--- src/rtl/core_pkg.sv ---
// rtl/core_pkg.sv - shared types for the execute-stage M-extension unit
package core_pkg;

    localparam int REGID_W = 5;

    typedef enum logic [2:0] {
        OP_MUL    = 3'd0,
        OP_MULH   = 3'd1,
        OP_MULHSU = 3'd2,
        OP_MULHU  = 3'd3,
        OP_DIV    = 3'd4,
        OP_DIVU   = 3'd5,
        OP_REM    = 3'd6,
        OP_REMU   = 3'd7
    } muldiv_op_e;

    typedef enum logic [1:0] {
        S_IDLE = 2'd0,
        S_MUL  = 2'd1,
        S_DIV  = 2'd2,
        S_DONE = 2'd3
    } muldiv_state_e;

endpackage

--- src/rtl/muldiv_div.sv ---
// rtl/muldiv_div.sv - iterative radix-2 restoring divider on unsigned magnitudes
module muldiv_div #(
    parameter int XLEN = 32
) (
    input  logic            clk,
    input  logic            rst_n,
    input  logic            start,
    input  logic            abort,
    input  logic [XLEN-1:0] dividend,
    input  logic [XLEN-1:0] divisor,
    output logic            done,
    output logic [XLEN-1:0] quotient,
    output logic [XLEN-1:0] remainder
);

    localparam int CW = $clog2(XLEN);

    logic [CW-1:0]   cnt;
    logic            running;
    logic [XLEN-1:0] quo_q;
    logic [XLEN-1:0] rem_q;
    logic [XLEN-1:0] dvs_q;
    logic [XLEN:0]   shifted;
    logic [XLEN:0]   diff;
    logic            take;

    // quotient/remainder are the outcome of the current step, so on the
    // last iteration the caller can capture the final values in the same cycle
    always_comb begin
        shifted   = {rem_q, quo_q[XLEN-1]};
        diff      = shifted - {1'b0, dvs_q};
        take      = ~diff[XLEN];
        quotient  = {quo_q[XLEN-2:0], take};
        remainder = take ? diff[XLEN-1:0] : shifted[XLEN-1:0];
    end

    assign done = running && (cnt == CW'(XLEN - 1));

    always_ff @(posedge clk or negedge rst_n) begin
        if (!rst_n) begin
            cnt     <= '0;
            running <= 1'b0;
            quo_q   <= '0;
            rem_q   <= '0;
            dvs_q   <= '0;
        end else if (abort) begin
            cnt     <= '0;
            running <= 1'b0;
        end else if (start) begin
            cnt     <= '0;
            running <= 1'b1;
            quo_q   <= dividend;
            rem_q   <= '0;
            dvs_q   <= divisor;
        end else if (running) begin
            quo_q <= quotient;
            rem_q <= remainder;
            cnt   <= cnt + 1'b1;
            if (done) begin
                running <= 1'b0;
            end
        end
    end

endmodule

--- src/rtl/ex_muldiv.sv ---
// rtl/ex_muldiv.sv - M-extension multiply/divide unit for EX; CORE_DIV_SHORTCUT_EN enables early div-by-zero/overflow
module ex_muldiv
    import core_pkg::*;
#(
    parameter int XLEN       = 32,
    parameter int MUL_STAGES = 2
) (
    input  logic               clk,
    input  logic               rst_n,
    input  logic               flush,
    input  logic               start,
    input  logic [2:0]         opcode,
    input  logic [XLEN-1:0]    op1,
    input  logic [XLEN-1:0]    op2,
    input  logic [REGID_W-1:0] regid,
    output logic               busy,
    output logic               done,
    output logic [XLEN-1:0]    result,
    output logic [REGID_W-1:0] result_regid
);

    localparam int MCW = (MUL_STAGES > 1) ? $clog2(MUL_STAGES) : 1;

    muldiv_state_e      state, state_nxt;
    muldiv_op_e         op_q;
    logic [XLEN-1:0]    a_q, b_q;
    logic [REGID_W-1:0] regid_q;
    logic [MCW-1:0]     mcnt;

    logic            accept, shortcut, div_start, div_done;
    logic [XLEN-1:0] sc_result, div_mag1, div_mag2, div_q, div_r;
    logic [XLEN-1:0] mul_res, div_res, q_fix, r_fix;
    logic [2*XLEN-1:0] mul_a, mul_b, prod;
    logic            in_signed, in_neg1, in_neg2, ext1, ext2, neg1, neg2;

    assign accept = start && !flush && (state == S_IDLE || state == S_DONE);
    assign busy   = (state == S_MUL) || (state == S_DIV);
    assign done   = (state == S_DONE);

    assign in_signed = !opcode[0];
    assign in_neg1   = in_signed && op1[XLEN-1];
    assign in_neg2   = in_signed && op2[XLEN-1];
    assign div_mag1  = in_neg1 ? -op1 : op1;
    assign div_mag2  = in_neg2 ? -op2 : op2;

`ifdef CORE_DIV_SHORTCUT_EN
    logic sc_div0, sc_ovf;
    assign sc_div0   = (op2 == '0);
    assign sc_ovf    = in_signed && (op1 == {1'b1, {(XLEN-1){1'b0}}}) && (op2 == '1);
    assign shortcut  = opcode[2] && (sc_div0 || sc_ovf);
    assign sc_result = opcode[1] ? (sc_div0 ? op1 : '0) : (sc_div0 ? '1 : op1);
`else
    assign shortcut  = 1'b0;
    assign sc_result = '0;
`endif

    assign div_start = accept && opcode[2] && !shortcut;

    muldiv_div #(.XLEN(XLEN)) u_div (
        .clk       (clk),
        .rst_n     (rst_n),
        .start     (div_start),
        .abort     (flush),
        .dividend  (div_mag1),
        .divisor   (div_mag2),
        .done      (div_done),
        .quotient  (div_q),
        .remainder (div_r)
    );

    // operands are two's-complement extended to 2*XLEN so a plain product is exact
    always_comb begin
        ext1    = ((op_q == OP_MULH) || (op_q == OP_MULHSU)) && a_q[XLEN-1];
        ext2    = (op_q == OP_MULH) && b_q[XLEN-1];
        mul_a   = {{XLEN{ext1}}, a_q};
        mul_b   = {{XLEN{ext2}}, b_q};
        prod    = mul_a * mul_b;
        mul_res = (op_q == OP_MUL) ? prod[XLEN-1:0] : prod[2*XLEN-1:XLEN];
    end

    // a zero divisor keeps the all-ones quotient regardless of operand signs
    always_comb begin
        neg1    = !op_q[0] && a_q[XLEN-1];
        neg2    = !op_q[0] && b_q[XLEN-1];
        q_fix   = ((neg1 ^ neg2) && (b_q != '0)) ? -div_q : div_q;
        r_fix   = neg1 ? -div_r : div_r;
        div_res = op_q[1] ? r_fix : q_fix;
    end

    always_ff @(posedge clk or negedge rst_n) begin
        if (!rst_n) begin
            state <= S_IDLE;
        end else begin
            state <= state_nxt;
        end
    end

    always_comb begin
        state_nxt = state;
        case (state)
            S_IDLE, S_DONE: begin
                state_nxt = S_IDLE;
                if (accept) begin
                    if (!opcode[2]) begin
                        state_nxt = S_MUL;
                    end else begin
                        state_nxt = shortcut ? S_DONE : S_DIV;
                    end
                end
            end
            S_MUL:   if (mcnt == '0) state_nxt = S_DONE;
            S_DIV:   if (div_done) state_nxt = S_DONE;
            default: state_nxt = S_IDLE;
        endcase
        if (flush) begin
            state_nxt = S_IDLE;
        end
    end

    always_ff @(posedge clk or negedge rst_n) begin
        if (!rst_n) begin
            op_q         <= OP_MUL;
            a_q          <= '0;
            b_q          <= '0;
            regid_q      <= '0;
            mcnt         <= '0;
            result       <= '0;
            result_regid <= '0;
        end else begin
            if (accept) begin
                op_q    <= muldiv_op_e'(opcode);
                a_q     <= op1;
                b_q     <= op2;
                regid_q <= regid;
                mcnt    <= MCW'(MUL_STAGES - 1);
            end else if (state == S_MUL && mcnt != '0) begin
                mcnt <= mcnt - 1'b1;
            end
            if (!flush) begin
                if (accept && shortcut) begin
                    result       <= sc_result;
                    result_regid <= regid;
                end else if (state == S_MUL && mcnt == '0) begin
                    result       <= mul_res;
                    result_regid <= regid_q;
                end else if (state == S_DIV && div_done) begin
                    result       <= div_res;
                    result_regid <= regid_q;
                end
            end
        end
    end

endmodule

--- config.mk ---
export PLATFORM = sky130hd
export DESIGN_NAME = ex_muldiv
export DESIGN_NICKNAME = d
export VERILOG_FILES = /design/src/rtl/core_pkg.sv /design/src/rtl/muldiv_div.sv /design/src/rtl/ex_muldiv.sv
export SDC_FILE = /design/constraint.sdc
export NUM_CORES = 2
export LEC_CHECK = 0
export BUFFER_PORTS_ARGS = -buffer_cell sky130_fd_sc_hd__buf_2
export CAP_MARGIN = 30
export CELL_PAD_IN_SITES_DETAIL_PLACEMENT = 0
export CELL_PAD_IN_SITES_GLOBAL_PLACEMENT = 2
export CORE_ASPECT_RATIO = 0.6
export CORE_MARGIN = 2
export CORE_UTILIZATION = 35
export CTS_CLUSTER_DIAMETER = 50
export DETAILED_ROUTE_END_ITERATION = 10
export PLACE_DENSITY_LB_ADDON = 0.12
export RECOVER_POWER = 25
export SYNTH_ARGS = -nofsm -noshare
export SYNTH_HDL_FRONTEND = slang
export SYNTH_SLANG_ARGS = --single-unit
--- constraint.sdc ---
create_clock -name clk -period 15.5 [get_ports clk]
set_input_delay 3.875 -clock clk [delete_from_list [all_inputs] [get_ports clk]]
set_output_delay 3.875 -clock clk [all_outputs]
set_load 0.01 [all_outputs]
; Word level (Yosys, flattened, before mapping)
; Cells that the tools add are included.
[totals]
regBits = 214
[classes]
n_mux = 30
n_reduce_logical = 32
addsub = 7
bitwise = 4
multipliers = 1
eq_ne = 8
[ops]
columns = op, n
row1 = $mux W32, 13
row2 = $neg A32 Y32, 4
row3 = $mul A33 B33 Y64, 1
row4 = $sub A33 B32 Y33, 1
row5 = $reduce_bool A32 Y1, 1
row6 = $mux W5, 5
row7 = $logic_and A1 B1 Y1, 14
row8 = $mux W2, 5
row9 = $reduce_and A2 Y1, 4
row10 = $mux W1, 6
row11 = $ne A3 B3 Y1 const B, 2
row12 = $pmux W2 S3, 1
row13 = $reduce_bool A2 Y1, 3
row14 = $add A5 B1 Y5 const B, 1
row15 = $eq A5 B5 Y1 const B, 1
row16 = $eq A2 B2 Y1 const B, 2
row17 = $eq A3 B1 Y1 const B, 1
row18 = $eq A3 B2 Y1 const B, 1
row19 = $logic_not A1 Y1, 3
row20 = $logic_not A3 Y1, 1
row21 = $logic_or A1 B1 Y1, 3
row22 = $not A1 Y1, 3
row23 = $reduce_bool A3 Y1, 1
row24 = $eq A2 B1 Y1 const B, 1
row25 = other kinds (4), 4

; Longest topological paths before layout
[depth]
depth_word = 8
ltp_mapped = 34

; Modules after synthesis
; From an unflattened synthesis, not the netlist that was laid out.
[hier_totals]
hier_cells = 5942
area_unflattened_um2 = 52220.1
[by_module_without_submodules]
columns = mod, area_each_um2, cells_each, seq_area_each_um2, instances
row1 = ex_muldiv, 45641.3, 5255, 2802.7, 1
row2 = muldiv_div, 6578.8, 687, 2552.4, 1

; Worst setup path after synthesis
; OpenSTA, ideal clock, no wires.
[synth_timing]
path_type = reg-to-reg
start = register op_q[0]
end = register result[27]
path_slack_ps = 6690
stages_incl_launch_ff = 32
t_arrival_ps = 8691
cell_sequence = dfrtp_1 clkbuf_1 xnor2_1 nor3b_1 clkbuf_1 nand2_1 fa_1 fa_1 inv_1 fa_1 inv_1 fa_1 inv_1 fa_1 fa_1 fa_1 inv_1 fa_1 inv_1 ha_1 a21o_1 a21o_1 a21o_1 a21o_1 a21oi_1 o21bai_1 a21o_1 or2_2 and3_1 mux2i_1 a21oi_1 a21bo_1
[synth_via]
elab_chain_cells = 8
elab_cells_between_ends = 18
classes_between = mul (1) / eq/ne (2) / mux (6) / bitwise (1) / reduce/logical (8)
[synth_lines]
columns = item, line_no
row1 = from (decl), ex_muldiv.sv:25  ; muldiv_op_e op_q;
row2 = from (signal assigned), ex_muldiv.sv:131  ; op_q <= muldiv_op_e'(opcode);
row3 = "parallel branches: the longest is 7 deep, another holds $mul A33 B33 Y64", --
row4 = $mux W32 *, ex_muldiv.sv:143  ; end else if (state == S_MUL && mcnt == '0) begin
row5 = to (signal assigned), ex_muldiv.sv:141  ; result <= sc_result;
row6 = to (signal assigned), ex_muldiv.sv:144  ; result <= mul_res;
row7 = to (signal assigned), ex_muldiv.sv:147  ; result <= div_res;
row8 = to (decl), ex_muldiv.sv:18  ; output logic [XLEN-1:0] result,
; Mark *: on every way between the ends. The select of a mux whose other input is x is not followed.
; A chain may end at the register's enable or synchronous reset.

; Worst setup path after layout
[layout_timing]
start = register op_q[1]
end = register result[27]
[layout_via]
elab_chain_cells = 6
elab_cells_between_ends = 11
classes_between = mul (1) / eq/ne (2) / mux (4) / reduce/logical (4)
[layout_lines]
columns = item, line_no
row1 = $eq A3 B1 Y1 / $eq A3 B2 Y1 (equally long branches), "ex_muldiv.sv:73, ex_muldiv.sv:74"
row2 = $logic_or A1 B1 Y1, ex_muldiv.sv:73  ; ext1 = ((op_q == OP_MULH) || (op_q == OP_MULHSU)) && a_q[XLEN-1];
row3 = $logic_and A1 B1 Y1, ex_muldiv.sv:73
row4 = $mul A33 B33 Y64, ex_muldiv.sv:77  ; prod = mul_a * mul_b;
row5 = $mux W32, ex_muldiv.sv:78  ; mul_res = (op_q == OP_MUL) ? prod[XLEN-1:0] : prod[2*XLEN-1:XLEN];
row6 = $mux W32 *, ex_muldiv.sv:143
; Mark *: on every way between the ends. The rest lies on a longest branch, timed or not. The select of a mux whose other input is x is not followed.

==> flow_metrics.env <==
export IMPL_max_cap_viol_count=3
export IMPL_vias=40300
export IMPL_synth_seq_cells=214
export IMPL_viasPerCell=5.08
export IMPL_synthAdderAreaFrac_pct=49.2
export IMPL_cts_sinks=214
export IMPL_path_clk_slew_ns=0.07
export IMPL_tightest_slew_ns=5.79
export IMPL_clk_latency_ns=0.59
export IMPL_slew_violations=152
export IMPL_cts_tree="yes"
export IMPL_syn_cell_area_um2=52200
export IMPL_fillCellCount=15300
export IMPL_ant_nets=0
export IMPL_holdWs_ns=0.472
export IMPL_yosys_top_cells_count="inv_1 (1,238), nand2_1 (1,133), fa_1 (1,126), clkbuf_1 (323), and2_1 (317)"
export IMPL_async_reset_ff_share_pct=100
export IMPL_hold_path_class="flop to flop"
export IMPL_r2r_start="op_q[1]"
export IMPL_yosysUniqueCellTypes=84
export IMPL_numCtsBuffers=25
export IMPL_synth_area_leaders="fa_1 (43%), dfrtp_1 (10%), inv_1 (8.9%)"
export IMPL_clk_path_buf_depth=3
export IMPL_regToRegSetupSlack_ns=5.29
export IMPL_routed_wl_um=192000
export IMPL_synth_top_area_cell="fa_1"
export IMPL_post_cts_resized=0
export IMPL_synth_edff_count=0
export IMPL_endpoint="result[27]"
export IMPL_fmax_mhz=98.0
export IMPL_die_area_um2=152000
export IMPL_yosys_warnings=0
export IMPL_status="complete, but fails checks"
export IMPL_holdPathStages=2
export IMPL_yosysSeqAreaShare_pct=10.3
export IMPL_core_region_area_um2=148000
export IMPL_critPathKind="flop to flop"
export IMPL_place_port_buffers=114
export IMPL_die_h_um=303
export IMPL_reg2reg_to="result[27]"
export IMPL_row_count=109
export IMPL_synth_top_family_by_area="adder cells"
export IMPL_clock_skew_ns=0.0244
export IMPL_die_w_um=503
export IMPL_cp_arrival_ns=10.68
export IMPL_grt_overflow_total=0
export IMPL_area_growth_syn_to_layout_pct=6.68
export IMPL_yosys_area_share_simple_pct=16.4
export IMPL_drt_first_pass_iters=5
export IMPL_grt_pass1_wl_um=291000
export IMPL_syn_inst=6015
export IMPL_antenna_found_initial=9
export IMPL_initial_utilization_pct=35.3
export IMPL_gp_congestion=0.887
export IMPL_dpl_hpwl_um=153000
export IMPL_worst_setup_path_end_kind="flop"
export IMPL_synth_compound_area_share_pct=8.59
export IMPL_cts_hold_buf=0
export IMPL_required_ns=15.97
export IMPL_synth_most_common_cell="inv_1"
export IMPL_muxShareOfSynthArea_pct=0.561
export IMPL_cpMaxStageDelayCell="fa_1"
export IMPL_max_slew_margin_pct=-286
export IMPL_grt_usage_pct=25.9
export IMPL_layout_nets=7379
export IMPL_ys_flop_type="dfrtp_1"
export IMPL_slowest_delay_ns=0.79
export IMPL_final_hold_viol_count=0
export IMPL_grt_max_degree=127
export IMPL_path_common_cell="fa_1"
export IMPL_cts_setup_buffers=0
export IMPL_cts_max_level=1
export IMPL_yosysTopAreaCellShare_pct=43.2
export IMPL_grt_pass1_vias=41900
export IMPL_syn_avg_cell_area_um2=8.68
export IMPL_rsz0062_at_grt="no"
export IMPL_root_buffer="clkbuf_16"
export IMPL_drc=0
export IMPL_worst_r2r_path_depth=31
export IMPL_ios=115
export IMPL_failed_checks="capacitance limit, slew limit"
export IMPL_worstPathMaxFanout=71
export IMPL_tns_ns=0
export IMPL_yosys_area_share_xor_xnor_pct=3.49
export IMPL_drtIter0Drc=3434
export IMPL_setup_violations_final=0
export IMPL_crit_start="op_q[1]"
export IMPL_fin_crit_ns=10.21
export IMPL_detail_route_wl_per_cell_um=24.2
export IMPL_fin_crit_sh_pct=65.9
export IMPL_drive_gt1_share_pct=5.35
export IMPL_startpoint_type="flop"
export IMPL_syn_num_nets=7470
registers in the layout (all words and copies together) (netlist names):
name,flops
b_q,32
u_div.running,1
a_q,32
op_q,3
mcnt,1
regid_q,5
u_div.rem_q,32
u_div.cnt,5
result,32
state,2
u_div.dvs_q,32
u_div.quo_q,32
result_regid,5
metrics by stage:
| step | std cells | setup slack (ns) | util [%] | cell area, um2 |
|---|---|---|---|---|
| 6_report | 7944 | 5.29 | 37.7 | 55700 |
| 5_1_grt | 7939 | 4.80 | 37.7 | 55700 |
| 4_1_cts | 7936 | 5.30 | 37.7 | 55700 |
| 3_5_place_dp | 7892 | 5.34 | 37.1 | 54800 |
| 3_3_place_gp | 7891 | 5.34 | 37.1 | 54800 |
| 2_1_floorplan | 6015 | 6.69 | - | 52200 |
worst min-delay path by stage:
stage	startpoint	slack, ns	to
floorplan	regid_q[0]	0.44	result_regid[0]
global placement	result_regid[2]	0.45	result_regid[2]
detailed placement	regid_q[4]	0.46	result_regid[4]
CTS	regid_q[4]	0.47	result_regid[4]
global route	a_q[17]	0.49	a_q[17]
finish	regid_q[4]	0.47	result_regid[4]
layout make-up:
cell class | instances | area (um2) | share of cell area [%]
Multi-Input combinational cell | 4221 | 40900 | 73.5
Sequential cell | 214 | 5360 | 9.63
Inverter | 1239 | 4650 | 8.35
Tap cell | 1998 | 2500 | 4.49
Timing Repair Buffer | 223 | 1410 | 2.53
Clock buffer | 35 | 703 | 1.26
Clock inverter | 9 | 125 | 0.225
Antenna cell | 5 | 12.5 | 0.0225
kinds of logic after synthesis:
family | after synthesis
adders and majority gates | 1379
xor gates and xnor gates | 208
AOI/OAI and AO/OA | 711
DFF | 214
and+or+nand+nor | 1895
buffers and inverters | 1580
muxes | 28
critical path, delay by kind of cell, from the launching register on:
| family | cells | cell delay, ns |
|---|---|---|
| adders and majority gates | 9 | 4.93 |
| buffers and inverters | 7 | 1.99 |
| AOI/OAI and AO/OA | 9 | 1.58 |
| and+or+nand+nor | 4 | 0.93 |
| DFF | 1 | 0.34 |
| xor gates and xnor gates | 1 | 0.16 |
| muxes | 1 | 0.11 |
metal layers:
| metal | vias to the layer above | part of all wire (%) | GRT usage, % |
|---|---|---|---|
| li1 | 18000 | - | - |
| met1 | 21200 | 54 | 43.9 |
| met2 | 1076 | 38 | 35.1 |
| met3 | 82 | 6.8 | 4.17 |
| met4 | 2 | 0.67 | 1.69 |
| met5 | - | 0.0042 | 0 |
layout by cell type, fill, tap and decap left out, types with 29 or more instances in the layout:
master,synthesis,final
a21oi_1,199,198
inv_1,1238,1238
nand3_1,33,33
o21ai_0,196,195
nor2_1,176,175
and2_1,317,317
buf_2,8,111
nand2_1,1133,1133
xor2_1,77,77
xnor2_1,131,131
fa_1,1126,1126
a21o_1,50,50
ha_1,253,253
nor4_1,29,29
dfrtp_1,214,207
a31oi_1,37,37
buf_4,0,104
nor3_1,59,58
Power is not shown: default switching activity piles up to over one toggle a cycle in this logic, so the estimate is an artifact.
